==> src/rtl/pic_pkg.sv <==
// Shared types and helpers for the 8259A-compatible interrupt controller.
package pic_pkg;

  localparam int unsigned LEVELS = 8;
  localparam int unsigned LVL_W  = 3;

  typedef enum logic [1:0] {
    IDLE  = 2'd0,
    ACK1  = 2'd1,
    WAIT2 = 2'd2,
    ACK2  = 2'd3
  } ack_state_t;

  // Index of the lowest set bit; callers pass one-hot values.
  function automatic logic [LVL_W-1:0] onehot_to_level(input logic [LEVELS-1:0] v);
    logic [LVL_W-1:0] lvl;
    lvl = '0;
    for (int i = LEVELS - 1; i >= 0; i--) begin
      if (v[i]) lvl = LVL_W'(i);
    end
    return lvl;
  endfunction

  function automatic logic [7:0] rotl8(input logic [7:0] x, input logic [2:0] n);
    logic [15:0] d;
    d = {x, x} << n;
    return d[15:8];
  endfunction

endpackage

==> src/rtl/isr_priority_select.sv <==
// Picks the highest-priority in-service bit, with priority starting one level past the rotation pointer.
module isr_priority_select
  import pic_pkg::*;
(
  input  logic [LEVELS-1:0] isr,
  input  logic [LEVELS-1:0] ptr,
  output logic [LEVELS-1:0] highest_c
);

  logic [LVL_W-1:0]  ptr_lvl;
  logic [LEVELS-1:0] isr_rot;
  logic [LEVELS-1:0] lowest_rot;

  // Rotate so the level after the pointer sits at bit 0, isolate the lowest set bit, rotate back.
  always_comb begin
    ptr_lvl    = onehot_to_level(ptr);
    isr_rot    = rotl8(isr, 3'd7 - ptr_lvl);
    lowest_rot = isr_rot & (~isr_rot + 8'd1);
    highest_c  = rotl8(lowest_rot, ptr_lvl + 3'd1);
  end

endmodule

==> src/rtl/in_service_control.sv <==
// INTA handshake, In-Service Register, EOI execution and vector drive for the 8259A-compatible controller.
module in_service_control
  import pic_pkg::*;
#(
  parameter int unsigned INTA_SYNC = 2
) (
  input  logic              clk,
  input  logic              reset,
  input  logic              inta_n,
  input  logic [LEVELS-1:0] interrupt,
  input  logic [4:0]        vector_base,
  input  logic              auto_eoi,
  input  logic              eoi_valid,
  input  logic              eoi_specific,
  input  logic [LVL_W-1:0]  eoi_level,
  input  logic              eoi_rotate,
  output logic              int_out,
  output logic [LEVELS-1:0] in_service_register,
  output logic [LEVELS-1:0] highest_level_in_service,
  output logic [LEVELS-1:0] clear_irr,
  output logic [7:0]        data_out,
  output logic              data_oe
);

  localparam logic [1:0] ST_IDLE  = 2'(IDLE);
  localparam logic [1:0] ST_ACK1  = 2'(ACK1);
  localparam logic [1:0] ST_WAIT2 = 2'(WAIT2);
  localparam logic [1:0] ST_ACK2  = 2'(ACK2);

  logic [INTA_SYNC-1:0] sync_q;
  logic                 hist_q;
  logic                 fall_c;
  logic                 rise_c;

  logic [1:0]           state_q, state_d;
  logic [LVL_W-1:0]     level_q, level_d;
  logic                 spur_q, spur_d;
  logic                 int_d;
  logic                 oe_d;
  logic [7:0]           dout_d;
  logic [LEVELS-1:0]    clr_d;
  logic [LEVELS-1:0]    ack_set;
  logic [LEVELS-1:0]    aeoi_clr;
  logic [LEVELS-1:0]    eoi_clr;
  logic [LEVELS-1:0]    isr_d;
  logic [LEVELS-1:0]    ptr_d;
  logic [LEVELS-1:0]    ns_sel_c;

  isr_priority_select u_sel (
    .isr       (in_service_register),
    .ptr       (highest_level_in_service),
    .highest_c (ns_sel_c)
  );

  // inta_n idles high, so the synchronizer and history flop reset to 1.
  always_ff @(posedge clk or posedge reset) begin
    if (reset) begin
      sync_q <= '1;
      hist_q <= 1'b1;
    end else begin
      sync_q <= {sync_q[INTA_SYNC-2:0], inta_n};
      hist_q <= sync_q[INTA_SYNC-1];
    end
  end

  assign fall_c = hist_q & ~sync_q[INTA_SYNC-1];
  assign rise_c = ~hist_q & sync_q[INTA_SYNC-1];

  always_comb begin
    state_d  = state_q;
    level_d  = level_q;
    spur_d   = spur_q;
    int_d    = 1'b0;
    oe_d     = data_oe;
    dout_d   = data_out;
    clr_d    = '0;
    ack_set  = '0;
    aeoi_clr = '0;
    case (state_q)
      ST_IDLE: begin
        int_d = |interrupt;
        if (fall_c) begin
          state_d = ST_ACK1;
          int_d   = 1'b0;
          if (interrupt == '0) begin
            level_d = 3'd7;
            spur_d  = 1'b1;
          end else begin
            level_d = onehot_to_level(interrupt);
            spur_d  = 1'b0;
            ack_set = 8'd1 << onehot_to_level(interrupt);
            clr_d   = 8'd1 << onehot_to_level(interrupt);
          end
        end
      end
      ST_ACK1: begin
        if (rise_c) state_d = ST_WAIT2;
      end
      ST_WAIT2: begin
        if (fall_c) begin
          state_d = ST_ACK2;
          oe_d    = 1'b1;
          dout_d  = {vector_base, level_q};
        end
      end
      ST_ACK2: begin
        dout_d = {vector_base, level_q};
        if (rise_c) begin
          state_d = ST_IDLE;
          oe_d    = 1'b0;
          if (auto_eoi && !spur_q) aeoi_clr = 8'd1 << level_q;
        end
      end
      default: state_d = ST_IDLE;
    endcase
  end

  // EOI path; an acknowledge set of the same bit overrides any clear.
  always_comb begin
    eoi_clr = '0;
    ptr_d   = highest_level_in_service;
    if (eoi_valid) begin
      eoi_clr = eoi_specific ? (8'd1 << eoi_level) : ns_sel_c;
      if (eoi_rotate && (eoi_specific || (ns_sel_c != '0))) ptr_d = eoi_clr;
    end
    isr_d = (in_service_register & ~(eoi_clr | aeoi_clr)) | ack_set;
  end

  always_ff @(posedge clk or posedge reset) begin
    if (reset) begin
      state_q                  <= ST_IDLE;
      level_q                  <= '0;
      spur_q                   <= 1'b0;
      int_out                  <= 1'b0;
      in_service_register      <= '0;
      highest_level_in_service <= 8'h80;
      clear_irr                <= '0;
      data_out                 <= '0;
      data_oe                  <= 1'b0;
    end else begin
      state_q                  <= state_d;
      level_q                  <= level_d;
      spur_q                   <= spur_d;
      int_out                  <= int_d;
      in_service_register      <= isr_d;
      highest_level_in_service <= ptr_d;
      clear_irr                <= clr_d;
      data_out                 <= dout_d;
      data_oe                  <= oe_d;
    end
  end

endmodule

==> config.mk <==
export PLATFORM = sky130hd
export DESIGN_NAME = in_service_control
export DESIGN_NICKNAME = d
export VERILOG_FILES = /design/src/rtl/pic_pkg.sv /design/src/rtl/isr_priority_select.sv /design/src/rtl/in_service_control.sv
export SDC_FILE = /design/constraint.sdc
export NUM_CORES = 1
export LEC_CHECK = 0
export CAP_MARGIN = 20
export CELL_PAD_IN_SITES_DETAIL_PLACEMENT = 1
export CELL_PAD_IN_SITES_GLOBAL_PLACEMENT = 1
export CORE_AREA = 2 2 90 92
export CTS_CLUSTER_DIAMETER = 80
export DETAILED_ROUTE_END_ITERATION = 12
export DIE_AREA = 0 0 92 94
export GPL_TIMING_DRIVEN = 0
export PLACE_DENSITY_LB_ADDON = 0.1
export SYNTH_ARGS = -nofsm -noshare
export SYNTH_HDL_FRONTEND = slang
export SYNTH_SLANG_ARGS = --single-unit
export TNS_END_PERCENT = 20
==> constraint.sdc <==
create_clock -name clk -period 7.1 [get_ports clk]
set_input_delay 1.42 -clock clk [delete_from_list [all_inputs] [get_ports clk]]
set_output_delay 1.42 -clock clk [all_outputs]
set_load 0.1 [all_outputs]
* Word-level counts from Yosys, hierarchy flattened
Index checks and enable logic that the tools add are counted.
** Word-level totals
- Register bits :: 43
- Latch bits :: 0
- Memory bits (writable) :: 0
- ROM bits :: 0
- Bits of input ports :: 23
- Output and inout bits :: 34
- Word-level logic and storage cells :: 91
- Memories :: 0
** Operators by class
- $add $sub $neg :: 3
- Multiply operators :: 0
- Div/mod/pow operators :: 0
- $lt $le $gt $ge :: 0
- Eq/ne operators :: 7
- Shift operators :: 5
- Multiplexer cells :: 41
- Bitwise operators :: 10
- Reductions and logical operators :: 14
** Operators by type and width (count)
- 8-bit two-way mux :: 9
- 3-bit two-way mux :: 20
- 16-bit by 3-bit << shifter with 16-bit output :: 2
- 1-bit by 3-bit << shifter with 8-bit output (first input constant) :: 3
- 8-bit bitwise AND :: 2
- 8-bit inverter :: 2
- 8-bit OR :: 2
- 8-bit one-hot mux with 2 select lines :: 1
- 8-bit by 1-bit adder with 8-bit output (second input constant) :: 1
- 8-bit logical NOT :: 1
- 2-bit two-way mux :: 4
- 2-bit inequality test (second input constant) :: 4
- 2-bit one-hot mux with 4 select lines :: 1
- 8-bit nonzero test :: 1
- 8-bit OR reduction :: 1
- 2-bit AND reduction :: 3
- 1-bit two-way mux :: 5
- 2-bit equality test (second input constant) :: 2
- 4-bit AND reduction :: 1
- 3-bit by 1-bit adder with 3-bit output (second input constant) :: 1
- 3-bit AND reduction :: 1
- 3-bit subtractor (first input constant) :: 1
- 1-bit bitwise AND :: 2
- 2-bit by 1-bit equality test with 1-bit output (second input constant) :: 1
- other kinds (7) :: 9

* Longest topological paths before layout
- Depth in word-level cells :: 20
- Gate-level depth with buffers :: 13
- Mapped depth without buffers :: 11

* Cells and area by module
From an unflattened synthesis, not the netlist that was laid out.
** Second synthesis, totals
- Cells, all modules :: 345
- Area total of the unflattened synthesis :: 3231.8 µm²
** Modules (own cells, without submodules)
- in_service_control :: times used 1, cells each 183, area an instance 2075.7 µm², seq. area each 1081.0 µm²
- isr_priority_select :: times used 1, cells each 162, area an instance 1156.1 µm², seq. area each 0.0 µm²

* Worst setup path before layout
OpenSTA, ideal clock, no wires.
- Kind :: flip-flop to flip-flop
- From :: register highest_level_in_service[0]
- To :: register highest_level_in_service[1]
- Library setup time :: 0.127 ns
- Arrival :: 3.683 ns
- Data required time :: 6.973 ns
- Slack :: 3.290 ns
- Cell stages (with the launch flop) :: 13
- Path buffers :: 2
- Clock period less this slack :: 3.810 ns
- Cells stage by stage :: dfrtp_1 buf_6 nor3_1 o21ai_1 and2_2 clkbuf_1 mux2_2 nor4_1 nand3_1 a211oi_4 a2111oi_4 a21oi_4 mux2_4
** On the way
- Longest elaborated chain between the ends :: 11
- Elaborated cells between the ends (all ways) :: 13
- Classes of those cells :: 3 x add/sub; 2 x shift; 2 x mux; 2 x bitwise; 4 x reduce/logical
** RTL lines
- from (decl) :: line in_service_control.sv:19 : output logic [LEVELS-1:0] highest_level_in_service,
- from (signal assigned) :: line in_service_control.sv:146 : highest_level_in_service <= ptr_d;
- 3-bit two-way mux * :: line pic_pkg.sv:19 : if (v[i]) lvl = LVL_W'(i);
- 3-bit subtractor :: line isr_priority_select.sv:17 : isr_rot = rotl8(isr, 3'd7 - ptr_lvl);
- 16-bit by 3-bit << shifter with 16-bit output :: line pic_pkg.sv:26 : d = {x, x} << n;
- 8-bit inverter :: line isr_priority_select.sv:18 : lowest_rot = isr_rot & (~isr_rot + 8'd1);
- 8-bit by 1-bit adder with 8-bit output :: line isr_priority_select.sv:18
- 8-bit bitwise AND :: line isr_priority_select.sv:18
- 16-bit by 3-bit << shifter with 16-bit output * :: line pic_pkg.sv:26
- 8-bit nonzero test :: line in_service_control.sv:124 : if (eoi_rotate && (eoi_specific || (ns_sel_c != '0))) ptr_d = eoi_clr;
- 1-bit logical OR :: line in_service_control.sv:124
- 1-bit logical AND :: line in_service_control.sv:124
- 2-bit AND reduction (no line)
Every way passes the cells marked *; elsewhere a longest branch is shown, timed or not.
A chain may end at the register's enable or synchronous reset.

* Final worst setup path
- From :: register highest_level_in_service[7]
- To :: register highest_level_in_service[0]
** On the way
- Longest elaborated chain between the ends :: 18
- Elaborated cells between the ends (all ways) :: 20
- Classes of those cells :: 3 x add/sub; 2 x shift; 9 x mux; 2 x bitwise; 4 x reduce/logical
** RTL lines (line)
- 3-bit two-way mux * (8 in a row) :: pic_pkg.sv:19
- 3-bit subtractor :: isr_priority_select.sv:17
- 16-bit by 3-bit << shifter with 16-bit output :: pic_pkg.sv:26
- 8-bit inverter :: isr_priority_select.sv:18
- 8-bit by 1-bit adder with 8-bit output :: isr_priority_select.sv:18
- 8-bit bitwise AND :: isr_priority_select.sv:18
- 16-bit by 3-bit << shifter with 16-bit output * :: pic_pkg.sv:26
- 8-bit nonzero test :: in_service_control.sv:124
- 1-bit logical OR :: in_service_control.sv:124
- 1-bit logical AND :: in_service_control.sv:124
- 2-bit AND reduction (no line)
Marks and branches as above.

==> flow_summary.yaml <==
status:
  status: "complete, no violations"
logic_synthesis:
  yosys_warnings: 0
  synthDistinctLibCells: 76
  synth-seq-area-share_pct: 33.0
  synth.net_count: 399
  synth_area_sq_mm: 0.00328
  fraction_of_synthesis_flops_using_an_asynchronous_set_or_reset_pin_pct: 100
  synth.avg_cell_area_sq_um: 8.84
  synth.ff_latch_count: 43
  netlist_instances: 371
  post_synth_edffs: 0
  synth-main-ff-cell: "dfrtp_1"
run:
  max-cap-violations: 0
clocking:
  cts_resized: 0
  cts-root-buf: "clkbuf_8"
  htreeDepth: 2
  cts_inserted_buffers: 5
  worstSkewPairLatency_ns: 0.30
  cts_tree: "done"
  holdBufCountCts: 0
  cts.path.max_buffers: 2
  tritoncts_num_sinks: 43
  clkSlewWorstSetupHoldPaths_ns: 0.08
  postCtsSetupBuffers: 0
floorplan:
  die_area_sq_mm: 0.00865
  floorplan.die.width_microns: 92
  num_rows: 32
  io-pin-count: 57
  chipHeight_microns: 94
  initial_standard_cell_utilization_of_the_core_pct: 43.1
  core_sq_mm: 0.00761
sta:
  drv_slew: 0
  worstMarginPinSlew_ns: 0.995
  finClkSkew_ns: 0.00548
  timing.final.hold_violations: 0
  max_transition_margin_pct: 33.4
  final_min_period_over_clock_period_pct: 56.2
  setup-violations-final: 0
  final.hold.worst_slack_ns: 0.362
  tns_ns: 0
  final.min_clock_period_ns: 3.99
  grt_setup_unrepaired: "no"
  maxClockFrequency_ghz: 0.251
worst_setup_path:
  r2r.worst_path.cells: 11
  critPathMaxFanout: 10
  worst_setup_path_start_kind: "register"
  worst-setup-path-type: "register to register"
  cp_data_required_time_ns: 7.29
  crit_path_dat_ns: 4.18
  crit_path_end_kind: "register"
route:
  post_drt_wl_per_cell_microns: 19.2
  drt_iter0_drc: 105
  drcViolationCount: 0
  drt.antenna.violating_nets: 0
  finalWirelength_microns: 10300
  detailroute.via_count: 3163
  detailedRoute.firstPassIterationCount: 4
  avgViaCountPerCell: 5.90
grt:
  grt.overflow.total: 0
  via_count_of_the_first_global_routing_pass: 3336
  groute.usage.overall_pct: 24.9
  grt_antenna_before_repair: 0
  grt_pass1_wl_microns: 16900
  grt_start_max_net_pins: 44
placement:
  placedCellCount: 528
  dp.final_hpwl_microns: 8210
  gp_routability_congestion: 0.920
  io_buffer_count: 55
hold_path:
  holdPathStages: 0
  worstHoldPathType: "register to register"
layout:
  finish.net_count: 461
  area_growth_syn_to_layout_pct: 23.9
  final_common_cell: "clkdlybuf4s50_1"
  antenna_cells_inserted: 0
  layout-drive-gt1-share_pct: 12.9
  core_utilization_of_the_finished_layout_pct: 53.4
  layout.cells.non_filler: 536
  layout.cells.most_common_list: "clkdlybuf4s50_1 (55), dfrtp_1 (39), nor2_1 (38)"
stage by stage:
step	instance area, sq um	setup WS [ns]
after floorplan	3280	3.29
after global placement	3960	3.22
final	4060	3.11
after detailed placement	3960	3.17
after CTS	4060	3.15
after global routing	4060	2.82
cell usage after synthesis, types with 2 or more instances:
master,n,area share (%)
nand4_1,2,0.38
nor3b_1,4,0.92
mux2_4,7,3.2
nor4_1,6,1.1
clkbuf_1,8,0.92
nand3b_1,2,0.46
o21bai_1,5,1.1
a32oi_1,2,0.53
buf_2,2,0.31
and2_1,3,0.57
a221oi_1,2,0.53
nor4b_1,4,1.1
o21ai_1,6,0.92
nand3_1,18,2.7
a22oi_1,2,0.46
or2_2,3,0.57
a21o_1,2,0.46
a31oi_1,5,0.95
nor2_1,38,4.3
nor3_1,9,1.4
nand2_1,34,3.9
and3_1,4,0.76
nor2b_1,7,1.3
dfstp_2,4,3.2
a211oi_1,2,0.46
xnor2_1,2,0.53
dfrtp_1,39,30
or3_1,4,0.76
a21oi_1,15,2.3
o32ai_1,3,0.80
nand2_2,2,0.38
o21ai_0,28,4.3
o22ai_1,6,1.1
o31ai_1,7,1.6
inv_1,13,1.5
o22ai_2,2,0.76
ha_1,5,1.9
mux4_2,2,1.4
nand2b_1,4,0.76
mux2_2,10,3.4
buf_6,2,0.69
mux2i_1,12,3.7
final cells by class:
cell class | count | area [sq um]
fillers | 912 | 3540
multi-input cells | 302 | 2080
flip-flops and latches | 43 | 1080
repair buffers | 55 | 551
well taps | 102 | 128
clock buffers | 7 | 76.3
plain buffers | 12 | 62.6
inverters | 14 | 52.6
clock inverters | 1 | 30.0
worst max-delay path, stage by stage, from the launching register on:
cell	delay (ns)
dfstp_2	0.40
nor2b_1	0.14
o21ai_1	0.35
and2_2	0.29
clkbuf_1	0.42
mux2_2	0.40
nor4_1	0.47
nand3_1	0.25
a211oi_4	0.36
a2111oi_4	0.09
a21oi_4	0.37
mux2_4	0.34
sequential cells by signal, indices dropped and copies added, names as in the netlist:
register and flops:
clear_irr 8, int_out 1, data_out 8, highest_level_in_service 8
level_q 3, state_q 2, hist_q 1, spur_q 1
data_oe 1, sync_q 2, in_service_register 8
cells by family (layout without fill, tap and decap cells):
kind of cell / Yosys count / in the layout / share of synthesized area [%]
compound gates: 109 / 109 / 24.2
xor+xnor: 2 / 2 / 0.534
flops: 43 / 43 / 33.0
mux: 32 / 32 / 12.4
simple gates: 154 / 154 / 24.6
fa+ha+maj: 5 / 5 / 1.91
buf+inv: 26 / 89 / 3.51
path summary, 6_finish.rpt:
path | to | slack (ns) | from
max | highest_level_in_service[0] | 3.11 | highest_level_in_service[7]
min | sync_q[1] | 0.36 | sync_q[0]
max reg2reg | highest_level_in_service[0] | 3.11 | highest_level_in_service[7]
min reg2reg | sync_q[1] | 0.36 | sync_q[0]
max in group asynchronous | data_oe | 4.95 | reset
min in group asynchronous | data_out[5] | 1.61 | reset
routing by layer:
metal | GRT usage [%] | share of wire, % | vias up
met5 | 0 | 0 | -
met4 | 9.70 | 2.7 | 0
met3 | 2.17 | 2.4 | 16
met2 | 45.6 | 52 | 59
met1 | 30.4 | 42 | 1568
li1 | - | - | 1520
Power is not shown: default switching activity piles up to over one toggle a cycle in this logic, so the estimate is an artifact.
==> patch (same flow settings) <==
Make the reset (`reset`) synchronous in 2 clocked blocks.
--- a/src/rtl/in_service_control.sv
+++ b/src/rtl/in_service_control.sv
@@ -54,5 +54,5 @@
 
   // inta_n idles high, so the synchronizer and history flop reset to 1.
-  always_ff @(posedge clk or posedge reset) begin
+  always_ff @(posedge clk) begin
     if (reset) begin
       sync_q <= '1;
@@ -127,5 +127,5 @@
   end
 
-  always_ff @(posedge clk or posedge reset) begin
+  always_ff @(posedge clk) begin
     if (reset) begin
       state_q                  <= ST_IDLE;
Function: differs if reset is asserted again (counterexample within 4 cycles, from zero or initial values and one cycle with reset high); with reset held inactive, the same outputs for 4 cycles.
==> patch against the original RTL <==
Worst setup slack improved by 0.21 ns; sequential cell count is the same; critical path type unchanged; synthesized area shrank 5.0%; synthesized cell count up 0.81%; cell area decreased by 4.4%; routed wire length fell by 5.4%; die area unchanged.
==> patch: results (changes against the original RTL) <==
Parameter                              Value

Outcome
  Status    finished, final reports clean (unchanged)

Hold path
  Hold Crit Depth    1 (was 0)

Detailed routing
  Number of DRC markers in iteration 0    83 (was 105)
  Metal1 wirelength    4200 µm (was 4370 µm)
  Met3 Routed Length    280 µm (was 247 µm)
  Met2 WL    5100 µm (was 5420 µm)

Global routing
  Largest net degree at the start of global routing    14 (was 44)
  Wire length of the first global-routing pass    16200 µm (was 16900 µm)
  Via count of the first global-routing pass    3209 (was 3336)

Setup path
  R2R depth    12 (was 11)
  Critical Path End    in_service_register[1] (was highest_level_in_service[0])
  CP peak stage delay    0.62 ns (was 0.47 ns)

Layout
  Fraction of area in registers    22.2% (was 26.6%)
  Layout multi-input combinational cell count    300 (was 302)
  Multi-input combinational cell area    0.00208 mm² (about the same)
  Number of non-clock buffers in the layout    75 (was 67)
  Count of fill cells added during filler insertion    926 (was 912)
  Number of clock buffers in the layout    5 (was 7)
  Clk cell area share    2.13% (was 2.62%)

STA
  Headroom to the max-slew limit    26.7% (was 33.4%)
  Timing-limited maximum frequency    264 MHz (was 251 MHz)
  Final setup skew    0.00924 ns (was 0.00548 ns)

Yosys
  Top cells by area, synth    dfxtp_1, mux2i_1, nor2_1, a21oi_1, nand2_1 (was dfrtp_1, nor2_1, o21ai_0, nand2_1, mux2i_1)
  Synth async-reset ratio    0% (was 100%)
  Post-synthesis cell type count    79 (was 76)
  Sequential area share after synthesis    27.6% (was 33.0%)
  Post-Synthesis Net Count    402 (was 399)

Placed design
  Half-perimeter wire length after placement    7790 µm (was 8210 µm)
  Placer Congestion    0.882 (was 0.920)
  Port bufs    56 (was 55)
[patch: routing by layer]
layer	global-route usage, %	up-vias
li1	-	1526
met1	27.8	1483
met2	44.2	55
met3	3.21	16
met4	6.22	0
met5	0	-
[patch: cells by family (layout without fill, tap and decap cells)]
| family | count (synthesis) | after routing | share of synthesized area (%) |
|---|---|---|---|
| DFF | 43 | 43 | 27.6 |
| xor gates and xnor gates | 2 | 2 | 0.563 |
| adders and majority gates | 5 | 5 | 2.01 |
| AOI/OAI and AO/OA | 100 | 100 | 24.1 |
| and+or+nand+nor | 159 | 159 | 28.4 |
| buffers and inverters | 31 | 94 | 5.58 |
| muxes | 34 | 34 | 11.7 |
[patch: report_power, final]
part	switching [mW]	total [mW]	internal, mW
combinational	1.08	1.68	0.604
sequential	0.0433	0.305	0.262
clock	0.0819	0.149	0.0673
